<file path="src/rtl/sort_ctrl_if.sv">
// ---------------------------------------------------------------------------
// sort_ctrl_if -- handshake/bus bundle between the sort controller and its
// environment (plane source, bit-plane sort engine, sorted-address consumer).
//
// Groups:
//   job control   : start, busy, done
//   plane input   : plane_valid, plane_ready, plane_data[ELEMENT_NUM]
//   engine control: eng_clr, eng_load, eng_plane, eng_plane_idx, eng_update,
//                   eng_addr (largest eligible element, combinational)
//   sorted output : out_valid, out_ready, out_addr, out_last
//
// Modports:
//   master - the controller (sort_ctrl)
//   slave  - the environment around it
// ---------------------------------------------------------------------------
interface sort_ctrl_if #(
  parameter int ELEMENT_NUM      = 8,
  parameter int LOG2_ELEMENT_NUM = 3,
  parameter int LOG2_DATA_WIDTH  = 3
);
  logic                        start;
  logic                        busy;
  logic                        done;
  logic                        plane_valid;
  logic                        plane_ready;
  logic [ELEMENT_NUM-1:0]      plane_data;
  logic                        eng_clr;
  logic                        eng_load;
  logic [ELEMENT_NUM-1:0]      eng_plane;
  logic [LOG2_DATA_WIDTH-1:0]  eng_plane_idx;
  logic                        eng_update;
  logic [LOG2_ELEMENT_NUM-1:0] eng_addr;
  logic                        out_valid;
  logic                        out_ready;
  logic [LOG2_ELEMENT_NUM-1:0] out_addr;
  logic                        out_last;

  modport master (
    input  start, plane_valid, plane_data, eng_addr, out_ready,
    output busy, done, plane_ready, eng_clr, eng_load, eng_plane,
           eng_plane_idx, eng_update, out_valid, out_addr, out_last
  );

  modport slave (
    output start, plane_valid, plane_data, eng_addr, out_ready,
    input  busy, done, plane_ready, eng_clr, eng_load, eng_plane,
           eng_plane_idx, eng_update, out_valid, out_addr, out_last
  );
endinterface

</file>
<file path="src/rtl/sort_ctrl.sv">
// ---------------------------------------------------------------------------
// sort_ctrl -- job controller for a bit-plane sort engine.
//
// A job clears the engine's eligibility vector, streams DATA_WIDTH bit-planes
// (MSB plane first) into the engine, then reads ELEMENT_NUM sorted addresses
// (largest first) out of it, one per output handshake.
//
// Ports:
//   clk          - single clock, rising edge
//   rst          - synchronous, active-high reset
//   bus          - sort_ctrl_if.master (job control, plane input, engine
//                  control, sorted output)
//   perf_cycles  - [15:0] job cycle counter, only when SORT_CTRL_PERF_EN is
//                  defined; counts cycles from leaving IDLE up to the done
//                  pulse, saturates, holds in IDLE, clears on job start.
//
// Optional feature macro: SORT_CTRL_PERF_EN
// ---------------------------------------------------------------------------
module sort_ctrl #(
  parameter int ELEMENT_NUM      = 8,
  parameter int DATA_WIDTH       = 8,
  parameter int LOG2_ELEMENT_NUM = 3,
  parameter int LOG2_DATA_WIDTH  = 3
) (
  input  logic        clk,
  input  logic        rst,
  sort_ctrl_if.master bus
`ifdef SORT_CTRL_PERF_EN
  ,
  output logic [15:0] perf_cycles
`endif
);

  typedef enum logic [2:0] {
    ST_IDLE  = 3'd0,
    ST_CLEAR = 3'd1,
    ST_LOAD  = 3'd2,
    ST_SORT  = 3'd3,
    ST_DONE  = 3'd4
  } state_t;

  localparam logic [LOG2_DATA_WIDTH-1:0]  LAST_PLANE = LOG2_DATA_WIDTH'(DATA_WIDTH - 1);
  localparam logic [LOG2_ELEMENT_NUM-1:0] PENULT_OUT = LOG2_ELEMENT_NUM'(ELEMENT_NUM - 2);

  state_t                      state_r;
  logic [LOG2_DATA_WIDTH-1:0]  plane_cnt_r;
  logic [LOG2_ELEMENT_NUM-1:0] out_cnt_r;
  logic                        busy_r;
  logic                        eng_clr_r;
  logic                        plane_ready_r;
  logic                        out_valid_r;
  logic                        out_last_r;
  logic                        done_r;

  logic                        plane_hs_s;
  logic                        out_hs_s;
  logic                        last_plane_s;

  assign plane_hs_s   = bus.plane_valid & plane_ready_r;
  assign out_hs_s     = out_valid_r & bus.out_ready;
  assign last_plane_s = (plane_cnt_r == LAST_PLANE);

  // Job sequencing FSM with its registered status/strobe outputs and counters.
  // Counters stop on their final value instead of incrementing past it, so
  // they never wrap inside a job.
  always_ff @(posedge clk) begin
    if (rst) begin
      state_r       <= ST_IDLE;
      plane_cnt_r   <= '0;
      out_cnt_r     <= '0;
      busy_r        <= 1'b0;
      eng_clr_r     <= 1'b0;
      plane_ready_r <= 1'b0;
      out_valid_r   <= 1'b0;
      out_last_r    <= 1'b0;
      done_r        <= 1'b0;
    end else begin
      case (state_r)
        ST_IDLE: begin
          if (bus.start) begin
            state_r     <= ST_CLEAR;
            busy_r      <= 1'b1;
            eng_clr_r   <= 1'b1;
            plane_cnt_r <= '0;
            out_cnt_r   <= '0;
          end
        end
        ST_CLEAR: begin
          state_r       <= ST_LOAD;
          eng_clr_r     <= 1'b0;
          plane_ready_r <= 1'b1;
        end
        ST_LOAD: begin
          if (plane_hs_s) begin
            if (last_plane_s) begin
              state_r       <= ST_SORT;
              plane_ready_r <= 1'b0;
              out_valid_r   <= 1'b1;
              out_last_r    <= 1'b0;
            end else begin
              plane_cnt_r <= plane_cnt_r + LOG2_DATA_WIDTH'(1);
            end
          end
        end
        ST_SORT: begin
          if (out_hs_s) begin
            if (out_last_r) begin
              state_r     <= ST_DONE;
              out_valid_r <= 1'b0;
              out_last_r  <= 1'b0;
              done_r      <= 1'b1;
            end else begin
              out_cnt_r  <= out_cnt_r + LOG2_ELEMENT_NUM'(1);
              // out_last tracks "counter == ELEMENT_NUM-1" one step ahead.
              out_last_r <= (out_cnt_r == PENULT_OUT);
            end
          end
        end
        ST_DONE: begin
          state_r <= ST_IDLE;
          done_r  <= 1'b0;
          busy_r  <= 1'b0;
        end
        default: begin
          state_r       <= ST_IDLE;
          busy_r        <= 1'b0;
          eng_clr_r     <= 1'b0;
          plane_ready_r <= 1'b0;
          out_valid_r   <= 1'b0;
          out_last_r    <= 1'b0;
          done_r        <= 1'b0;
        end
      endcase
    end
  end

  // Load/update strobes must coincide with their handshakes, so they are
  // decoded from registered ready/valid plus the partner's input. Data paths
  // are gated so they read zero whenever the matching strobe/valid is low.
  assign bus.busy          = busy_r;
  assign bus.done          = done_r;
  assign bus.eng_clr       = eng_clr_r;
  assign bus.plane_ready   = plane_ready_r;
  assign bus.eng_load      = plane_hs_s;
  assign bus.eng_plane     = plane_hs_s ? bus.plane_data : {ELEMENT_NUM{1'b0}};
  assign bus.eng_plane_idx = plane_cnt_r;
  assign bus.eng_update    = out_hs_s;
  assign bus.out_valid     = out_valid_r;
  assign bus.out_addr      = out_valid_r ? bus.eng_addr : {LOG2_ELEMENT_NUM{1'b0}};
  assign bus.out_last      = out_last_r;

`ifdef SORT_CTRL_PERF_EN
  logic [15:0] perf_cnt_r;

  // Job cycle counter: cleared when a job is accepted, then counts every
  // non-IDLE cycle (CLEAR through DONE inclusive), saturating at all ones.
  always_ff @(posedge clk) begin
    if (rst) begin
      perf_cnt_r <= 16'd0;
    end else if ((state_r == ST_IDLE) && bus.start) begin
      perf_cnt_r <= 16'd0;
    end else if ((state_r != ST_IDLE) && (perf_cnt_r != 16'hFFFF)) begin
      perf_cnt_r <= perf_cnt_r + 16'd1;
    end
  end

  assign perf_cycles = perf_cnt_r;
`endif

endmodule

</file>
<file path="src/flat_wrapper.sv">
// flat-port wrapper written by rule: the top's interface ports become plain ports
module sort_ctrl_flat 
#(
  parameter int ELEMENT_NUM      = 8,
  parameter int DATA_WIDTH       = 8,
  parameter int LOG2_ELEMENT_NUM = 3,
  parameter int LOG2_DATA_WIDTH  = 3
)
  (clk, rst, bus_start, bus_plane_valid, bus_plane_data, bus_eng_addr, bus_out_ready, bus_busy, bus_done, bus_plane_ready, bus_eng_clr, bus_eng_load, bus_eng_plane, bus_eng_plane_idx, bus_eng_update, bus_out_valid, bus_out_addr, bus_out_last);
  sort_ctrl_if #(.ELEMENT_NUM(ELEMENT_NUM), .LOG2_ELEMENT_NUM(LOG2_ELEMENT_NUM), .LOG2_DATA_WIDTH(LOG2_DATA_WIDTH)) bus_i ();
  input  logic clk;
  input  logic rst;
  input wire logic [$bits(bus_i.start)-1:0] bus_start;
  input wire logic [$bits(bus_i.plane_valid)-1:0] bus_plane_valid;
  input wire logic [$bits(bus_i.plane_data)-1:0] bus_plane_data;
  input wire logic [$bits(bus_i.eng_addr)-1:0] bus_eng_addr;
  input wire logic [$bits(bus_i.out_ready)-1:0] bus_out_ready;
  output wire logic [$bits(bus_i.busy)-1:0] bus_busy;
  output wire logic [$bits(bus_i.done)-1:0] bus_done;
  output wire logic [$bits(bus_i.plane_ready)-1:0] bus_plane_ready;
  output wire logic [$bits(bus_i.eng_clr)-1:0] bus_eng_clr;
  output wire logic [$bits(bus_i.eng_load)-1:0] bus_eng_load;
  output wire logic [$bits(bus_i.eng_plane)-1:0] bus_eng_plane;
  output wire logic [$bits(bus_i.eng_plane_idx)-1:0] bus_eng_plane_idx;
  output wire logic [$bits(bus_i.eng_update)-1:0] bus_eng_update;
  output wire logic [$bits(bus_i.out_valid)-1:0] bus_out_valid;
  output wire logic [$bits(bus_i.out_addr)-1:0] bus_out_addr;
  output wire logic [$bits(bus_i.out_last)-1:0] bus_out_last;
  assign bus_i.start = bus_start;
  assign bus_i.plane_valid = bus_plane_valid;
  assign bus_i.plane_data = bus_plane_data;
  assign bus_i.eng_addr = bus_eng_addr;
  assign bus_i.out_ready = bus_out_ready;
  assign bus_busy = bus_i.busy;
  assign bus_done = bus_i.done;
  assign bus_plane_ready = bus_i.plane_ready;
  assign bus_eng_clr = bus_i.eng_clr;
  assign bus_eng_load = bus_i.eng_load;
  assign bus_eng_plane = bus_i.eng_plane;
  assign bus_eng_plane_idx = bus_i.eng_plane_idx;
  assign bus_eng_update = bus_i.eng_update;
  assign bus_out_valid = bus_i.out_valid;
  assign bus_out_addr = bus_i.out_addr;
  assign bus_out_last = bus_i.out_last;
  sort_ctrl #(.ELEMENT_NUM(ELEMENT_NUM), .DATA_WIDTH(DATA_WIDTH), .LOG2_ELEMENT_NUM(LOG2_ELEMENT_NUM), .LOG2_DATA_WIDTH(LOG2_DATA_WIDTH)) u_core (.clk(clk), .rst(rst), .bus(bus_i));
endmodule
</file>
<file path="config.mk">
export PLATFORM = sky130hd
export DESIGN_NAME = sort_ctrl_flat
export DESIGN_NICKNAME = d
export VERILOG_FILES = /design/src/rtl/sort_ctrl_if.sv /design/src/rtl/sort_ctrl.sv /design/src/flat_wrapper.sv
export SDC_FILE = /design/constraint.sdc
export NUM_CORES = 1
export LEC_CHECK = 0
export CAP_MARGIN = 30
export CORE_MARGIN = 5
export CORE_UTILIZATION = 30
export DETAILED_ROUTE_END_ITERATION = 16
export GPL_ROUTABILITY_DRIVEN = 0
export PLACE_DENSITY_LB_ADDON = 0.25
export SKIP_CTS_REPAIR_TIMING = 1
export SLEW_MARGIN = 20
export SYNTH_ARGS = -nofsm -noshare
export SYNTH_HDL_FRONTEND = slang
export SYNTH_SLANG_ARGS = --single-unit
</file>
<file path="constraint.sdc">
create_clock -name clk -period 2.2 [get_ports clk]
set_clock_uncertainty 0.05 [all_clocks]
set_input_delay 0.22 -clock clk [delete_from_list [all_inputs] [get_ports clk]]
set_output_delay 0.22 -clock clk [all_outputs]
set_load 0.01 [all_outputs]
</file>
## Word level (Yosys, flattened, before mapping)

Cells that the tools add are included.

- Register bits: 15
- Input port bits: 16

- Add/sub/neg operators: 2
- Eq/ne operators: 13
- Muxes and demuxes: 32
- Bitwise operators: 7
- Reductions and logical operators: 17

Operators by type and width:

| cell | count |
|---|---|
| 2-to-1 mux 3 bit | 11 |
| OR reduction 3 bit | 5 |
| case mux 3 bit (2 select lines) | 2 |
| case mux 3 bit (4 select lines) | 1 |
| AND reduction 4 bit | 3 |
| 2-to-1 mux 1 bit | 11 |
| AND reduction 5 bit | 2 |
| == test 3 bit, second input constant | 3 |
| case mux 1 bit (3 select lines) | 3 |
| 2-to-1 mux 8 bit | 1 |
| != test 2 bit, second input constant | 4 |
| adder 3 x 1 -> 3 bit, second input constant | 2 |
| == test 3 x 2 -> 1 bit, second input constant | 2 |
| != test 2 x 1 -> 1 bit, second input constant | 3 |
| case mux 1 bit (2 select lines) | 3 |
| AND reduction 3 bit | 2 |
| NOT 1 bit | 5 |
| AND reduction 2 bit | 2 |
| nonzero test 2 bit | 2 |
| == test 3 x 1 -> 1 bit, second input constant | 1 |
| logical NOT 3 bit | 1 |
| bitwise AND 1 bit | 2 |

## Depth between registers and ports, before layout

Gate-level depths: netlist of the first run.

- Depth in word-level cells: 4
- Mapped depth: 6
- Mapped depth without buffers: 6

## Worst setup path after synthesis of the first run

Ideal clock, no wire load.

- Path kind: register to register
- From: register u_core.plane_cnt_r[0], in the netlist u_core.bus.eng_plane_idx[0]
- To: register u_core.out_last_r, in the netlist u_core.bus.out_last
- Setup time: 132 ps
- Data arrival time: 1,505 ps
- Path slack: 513 ps
- Stages on the path, launching flop included: 7
- Path buffers: 0
- Path through: dfxtp_1 ha_1 ha_1 and4b_2 a221oi_2 nand4b_1 a21oi_1

- Cells in the longest elaborated chain, start to end: 3

RTL lines:

| element | line | text |
|---|---|---|
| from (decl) | sort_ctrl.sv:46 | `logic [LOG2_DATA_WIDTH-1:0] plane_cnt_r;` |
| from (signal assigned) | sort_ctrl.sv:101 | `plane_cnt_r <= plane_cnt_r + LOG2_DATA_WIDTH'(1);` |
| == test 3 bit | sort_ctrl.sv:61 | `assign last_plane_s = (plane_cnt_r == LAST_PLANE);` |
| != test 2 x 1 -> 1 bit (no source line) | -- |  |
| AND reduction 4 bit (no source line) | -- |  |
| to (signal assigned) | sort_ctrl.sv:115 | `out_last_r <= (out_cnt_r == PENULT_OUT);` |
| to (decl) | sort_ctrl.sv:52 | `logic out_last_r;` |

No other way between the ends.
A chain may end at the register's enable or synchronous reset.

## Worst setup path in the final report of the first run

- From: input port bus_plane_valid
- To: output port bus_eng_load

- Cells in the longest elaborated chain, start to end: 1

RTL lines:

| element | line | text |
|---|---|---|
| from (decl) | flat_wrapper.sv:14 | `input wire logic [$bits(bus_i.plane_valid)-1:0] bus_plane_valid;` |
| bitwise AND 1 bit | sort_ctrl.sv:59 | `assign plane_hs_s = bus.plane_valid & plane_ready_r;` |
| to (decl) | flat_wrapper.sv:22 | `output wire logic [$bits(bus_i.eng_load)-1:0] bus_eng_load;` |

No other way between the ends.

==> flow_summary_export.csv, run 1 <==
group,metric,value,unit
yosys,syn-cell-area,841,µm²
status,status,"complete, no violations",
routing,vias_per_cell,4.78,
place,dp_hpwl,1.59,mm
finish,layout_common_cells,"clkdlybuf4s50_1 (37), dfxtp_1 (15), nor2_1 (11)",
sta,finalHoldViolCount,0,
sta,rsz0062_at_grt,"no",
yosys,yosysSeqAreaShare,35.7,%
sta,maxSlewViolCount,0,
yosys,synth_compound_area_share,15.0,%
routing,drt-total-wl,1.99,mm
clock_tree,cts_buffers,3,
finish,layout_commonest_cell,"clkdlybuf4s50_1",
place,placed_cells_incl_taps,158,
power,powerDensity,456,nW/µm²
routing,drc_errors,0,
power,ir_drop,308,µV
hold_path,holdCritPathClass,"reg2reg",
clock_tree,cts_root_buffer,"clkbuf_4",
yosys,synth_top_family_by_area,"simple AND/OR/NAND/NOR gates",
routing,wire_per_inst,12.3,µm
yosys,syn_nets,115,
global_route,overflow,0,
global_route,antenna_found_initial,0,
worst_setup_path,crit_path_top_delay_cell,"clkdlybuf4s50_1",
global_route,grt_max_degree,14,
clock_tree,cts.path.max_buffers,2,
worst_setup_path,cp_common_cell,"clkdlybuf4s50_1",
routing,drtAntennaViolNets,0,
die,initial_core_util,31.0,%
global_route,grt_pass1_vias,774,
worst_setup_path,path_cells,"clkdlybuf4s50_1 > nand2_1 > inv_1 > clkdlybuf4s50_1",
finish,syn2layout_area_growth,49.1,%
routing,drtIter0Drc,15,
worst_setup_path,cp_top_family,"buffers and inverters",
worst_setup_path,cp-end-kind,"output pin",
finish,finalNetCount,152,
clock_tree,htreeDepth,1,
worst_setup_path,r2r_slack,0.44,ns
yosys,synthXorXnorAreaFrac,2.08,%
yosys,syn_inst,95,
worst_setup_path,path_buf_inv,3,
yosys,synth_fa_ha_area_share,5.95,%
yosys,synth_seq_cells,15,
finish,layout-drive-gt1-share,8.40,%
die,core_region_area,2710,µm²
job,drv_cap,0,
worst_setup_path,slowest_delay,0.61,ns
clock_tree,clkTransAtPathRegs,0.08,ns
global_route,gr-usage-all-layers,10.3,%
global_route,grt_pass1_wl,3.39,mm
die,die_x,62.9,µm
die,die_h,62.9,µm
clock_tree,clock_sinks,15,
worst_setup_path,crit_required,1.93,ns
yosys,synth.largest_area_cell,"dfxtp_1",
yosys,netlist.area_leader.share,35.7,%
die,dieArea,3960,µm²
worst_setup_path,path_class,"in2out",
clock_tree,worstSkewPairLatency,0.27,ns
finish,diodes,0,
sta,tightest_slew,0.455,ns
power,leakage,0.511,nW
sta,relSlewSlack,69.6,%
die,row_count,19,
die,num_io_pins,38,
worst_setup_path,worstSetupStartpointType,"primary input",
yosys,syn_avg_cell_area,8.85,µm²
worst_setup_path,crit_fanout,11,
sta,post-route-period-util,84.2,%
place,port_buffers,37,
finish,final_cells,162,
sta,finalSetupViolations,0,
finish,fillerInstances,288,
yosys,synth.area.mux_share,4.76,%
routing,via_count,774,
routing,first_pass_iters,4,
clock_tree,cts_tree,"done",
worst_setup_path,arrival,1.58,ns
yosys,synth_area_leaders,"dfxtp_1 (36%), and3_1 (6.7%), ha_1 (6.0%), and2_1 (5.2%), nor2_1 (4.9%)",
sta,timing.fmax,0.540,GHz
sta,fin_crit,1.85,ns
yosys,synth_warnings,0,
yosys,synth_cell_types,31,
sta,fin_tns_setup,0,ns
yosys,synth-simple-area-share,30.7,%
## worst paths after layout
| kind | startpoint | to | cells past startpoint |
|---|---|---|---|
| worst min register to register | u_core.bus.done | u_core.bus.done | 2 |
| worst max register to register | u_core.bus.eng_plane_idx[0] | u_core.bus.out_last | 6 |
| worst max-delay path | bus_plane_valid | bus_eng_load | 4 |
| worst min-delay path | u_core.bus.done | u_core.bus.done | 2 |
## layer usage
metal / wire [µm] / GRT usage (%)
met1: 950 / 12.7
met2: 863 / 16.3
met3: 157 / 3.60
met4: 13 / 3.98
met5: 0 / 0
## worst min-delay path: cells and delay by family (launching register included)
| family | cells | cell delay [ns] |
|---|---|---|
| flops | 1 | 0.32 |
| simple gates | 2 | 0.14 |
## logic make-up after synthesis
logic type,after synthesis
xor+xnor,2
compound gates,16
buf+inv,11
mux,4
simple gates,43
fa+ha+maj,4
flops,15
## layout make-up
cell class / instances / area (µm²) / share of cell area (%)
multi-input cells: 69 / 492 / 39.2
clock buffers: 4 / 26.3 / 2.10
flip-flops and latches: 15 / 300 / 24.0
repair buffers: 38 / 378 / 30.1
well taps: 31 / 38.8 / 3.09
inverters: 5 / 18.8 / 1.50
## cell usage after synthesis
master	number
a211oi_1	2
a21oi_1	7
a221oi_2	1
a311oi_1	1
and2_1	7
and2_2	1
and3_1	9
and4b_2	1
and4bb_2	1
buf_1	1
buf_6	1
clkbuf_1	4
dfxtp_1	15
ha_1	4
inv_1	5
mux2i_1	4
nand2_1	3
nand2b_1	1
nand3_1	1
nand4b_1	1
nor2_1	11
nor3_1	2
nor3b_1	2
nor4_1	1
o21a_1	1
o21ai_0	2
o21bai_1	1
o32ai_4	1
or3b_4	2
xnor2_1	1
xor2_1	1
## flip-flops by register name (all words and copies together), names as in the netlist
register	flops
u_core.bus.out_last	1
u_core.out_cnt_r	3
u_core.bus.eng_clr	1
u_core.state_r	3
u_core.bus.busy	1
u_core.bus.out_valid	1
u_core.bus.plane_ready	1
u_core.bus.done	1
u_core.bus.eng_plane_idx	3
## where the power goes
part	switching (mW)	leakage, nW	internal (mW)
combinational	0.0478	0.374	0.0758
clock	0.0812	0.0150	0.0702
sequential	0.0155	0.122	0.281
total	0.145	0.511	0.428
## stage by stage
step / area [µm²] / hold WS [ns] / power, mW / worst slack (ns) / util, %
after floorplan: 841 / 0.246 / 0.365 / 0.513 / -
after detailed placement: 1230 / 0.437 / 0.429 / 0.328 / 45.3
after global routing: 1250 / 0.500 / 0.612 / 0.253 / 46.3
after CTS: 1250 / 0.452 / 0.581 / 0.335 / 46.3
final: 1250 / 0.448 / 0.572 / 0.348 / 46.3
after global placement: 1230 / 0.432 / 0.427 / 0.334 / 45.3
Note: power is estimated with default switching activity, not from simulation.
==> run 2, diff against run 1 <==
==> constraint.sdc (replaced) <==
create_clock -name clk -period 1.7 [get_ports clk]
set_clock_uncertainty 0.05 [all_clocks]
set_input_delay 0.17 -clock clk [delete_from_list [all_inputs] [get_ports clk]]
set_output_delay 0.17 -clock clk [all_outputs]
set_load 0.01 [all_outputs]
==> run 2 against run 1 <==
  * Sequential power increased by 29%
  * Worst hold slack worse by 0.0031 ns
  * Flip-flop and latch count did not move
  * Total power increased by 33%
  * Routed wire length rose by 12%
  * Die area unchanged
  * Clock power rose by 34%
  * Non-clock buffer count up 6
  * Cell area rose by 5.7%
  * Critical endpoint is now bus_eng_update
  * Largest cell class unchanged
==> flow_summary_export.csv, run 2 (same netlist as run 1, synthesis figures left out) <==
group,metric,value,unit
status,status,"complete, no violations",
finish,layout_commonest_cell,"clkdlybuf4s50_1",
routing,wl_met3,158,µm
finish,layout-drive-gt1-share,16.8,%
global_route,grt_pass1_vias,845,
sta,finalHoldViolCount,0,
worst_setup_path,slowest_delay,0.56,ns
die,row_count,19,
finish,finalNetCount,158,
sta,fin_ws,0.0817,ns
worst_setup_path,reg2reg_to,"u_core.bus.out_last",
die,num_io_pins,38,
routing,drc_errors,0,
routing,drtIter0Drc,12,
global_route,grt_pass1_wl,3.93,mm
power,powerDensity,575,nW/µm²
place,port_buffers,37,
die,die_x,62.9,µm
die,die_h,62.9,µm
routing,top_layer,"met4",
worst_setup_path,r2r_slack,0.12,ns
worst_setup_path,worstSetupStartpointType,"primary input",
finish,syn2layout_area_growth,57.6,%
worst_setup_path,arrival,1.40,ns
routing,wirelength_met1,1.00,mm
clock_tree,cts_root_buffer,"clkbuf_4",
place,pre_cts_slack,-0.0869,ns
power,p_int,0.562,mW
power,power_switching,0.199,mW
worst_setup_path,path_class,"in2out",
routing,vias_per_cell,4.92,
clock_tree,worstSkewPairLatency,0.28,ns
clock_tree,clkTransAtPathRegs,0.08,ns
worst_setup_path,crit_fanout,6,
power,p_comb_share,23.2,%
worst_setup_path,cp_top_family,"buffers and inverters",
worst_setup_path,rr_worst_depth,6,
routing,dr_wl_met2,1.05,mm
routing,first_pass_iters,2,
global_route,antenna_found_initial,0,
power,clkPwrFrac,26.6,%
finish,layout_common_cells,"clkdlybuf4s50_1 (36), dfxtp_1 (12), nor2_1 (11)",
sta,fin_tns_setup,0,ns
worst_setup_path,path_cells,"clkdlybuf4s50_1 > and2_2 > clkdlybuf4s50_1",
worst_setup_path,crit_required,1.48,ns
power,ir_drop,347,µV
worst_setup_path,reg2reg_from,"u_core.bus.eng_plane_idx[1]",
hold_path,hold_depth,4,
hold_path,holdCritPathClass,"in2reg",
worst_setup_path,crit_path_top_delay_cell,"clkdlybuf4s50_1",
clock_tree,htreeDepth,1,
die,initial_core_util,31.0,%
global_route,gr-usage-all-layers,12.2,%
routing,wire_per_inst,13.3,µm
worst_setup_path,cp-end-kind,"output pin",
worst_setup_path,cp_common_cell,"clkdlybuf4s50_1",
job,drv_cap,0,
sta,post-route-period-util,95.2,%
routing,via_count,826,
place,dp_hpwl,1.75,mm
clock_tree,clock_sinks,15,
hold_path,min_to,"u_core.bus.plane_ready",
die,dieArea,3960,µm²
global_route,grt_max_degree,14,
sta,maxSlewViolCount,0,
sta,tightest_slew,0.345,ns
clock_tree,cts_buffers,3,
clock_tree,cts_tree,"done",
global_route,overflow,0,
power,leakage,0.547,nW
power,seqPwrFrac,50.2,%
routing,drt-total-wl,2.23,mm
power,sw_frac_of_total,26.1,%
sta,finalSetupViolations,0,
sta,fin_crit,1.62,ns
hold_path,hp-start,"bus_plane_valid",
finish,diodes,0,
clock_tree,cts.path.max_buffers,2,
sta,relSlewSlack,77.0,%
die,core_region_area,2710,µm²
sta,timing.fmax,0.618,GHz
routing,drtAntennaViolNets,0,
worst_setup_path,path_buf_inv,2,
==> run 2: cell types whose count changed in the layout (fill, tap and decap cells not counted), moves of 2 or more <==
cell	before	now
buf_4	1	7
dfxtp_1	15	12
dfxtp_2	0	2
ha_1	4	2
ha_2	0	2
==> run 2: cell type report <==
type | instances | area (µm²)
clock buffers | 4 | 26.3
fillers | 272 | 1390
flip-flops and latches | 15 | 307
inverters | 5 | 18.8
multi-input cells | 69 | 509
well taps | 31 | 38.8
repair buffers | 44 | 425
==> run 2: worst max-delay path by stage <==
stage	from	to	slack [ns]	cells past startpoint
floorplan	u_core.bus.eng_plane_idx[0]	u_core.bus.out_last	0.01	6
global placement	bus_plane_valid	bus_eng_load	-0.07	4
detailed placement	bus_plane_valid	bus_eng_plane[1]	-0.09	3
CTS	bus_plane_valid	bus_eng_plane[1]	-0.09	3
global route	u_core.bus.out_valid	bus_eng_update	-0.003	2
finish	bus_out_ready	bus_eng_update	0.08	3
==> run 2: metal layers <==
layer	track usage, %	vias to the layer above
li1	-	417
met1	14.8	377
met2	19.6	30
met3	3.78	2
met4	5.57	0
met5	0	-
==> run 2: worst register-to-register path, cell delays in order, from the launching register on <==
cell      delay [ns]
dfxtp_2         0.34
ha_2            0.16
ha_2            0.17
and4b_2         0.24
a221oi_4        0.30
nand4b_1        0.15
a21oi_1         0.06
==> run 2: metrics by stage <==
stage	area (µm²)	cells	power, mW	hold slack, ns	util, %
floorplan	841	95	0.472	0.196	-
global route	1330	168	0.806	0.488	48.9
global placement	1270	164	0.561	0.431	47.0
finish	1330	168	0.761	0.445	48.9
detailed placement	1270	164	0.566	0.433	47.0
CTS	1300	168	0.768	0.452	47.9
==> run 2: power groups by stage <==
stage	logic (mW)	clock network [mW]	registers, mW
after global routing	0.191	0.229	0.386
final	0.177	0.202	0.382
after detailed placement	0.177	0	0.389
after CTS	0.177	0.210	0.381
after global placement	0.173	0	0.388
after floorplan	0.0862	0	0.386
==> run 3, diff against run 2 <==
--- a/config.mk
+++ b/config.mk
@@ -5,7 +5,7 @@
 export SDC_FILE = /design/constraint.sdc
 export NUM_CORES = 1
 export LEC_CHECK = 0
-export CAP_MARGIN = 30
+export CAP_MARGIN = 20
 export CORE_MARGIN = 5
 export CORE_UTILIZATION = 30
 export DETAILED_ROUTE_END_ITERATION = 16
==> results of run 3 <==
Same layout as run 2: the final DEF is identical, and so are final timing and power.
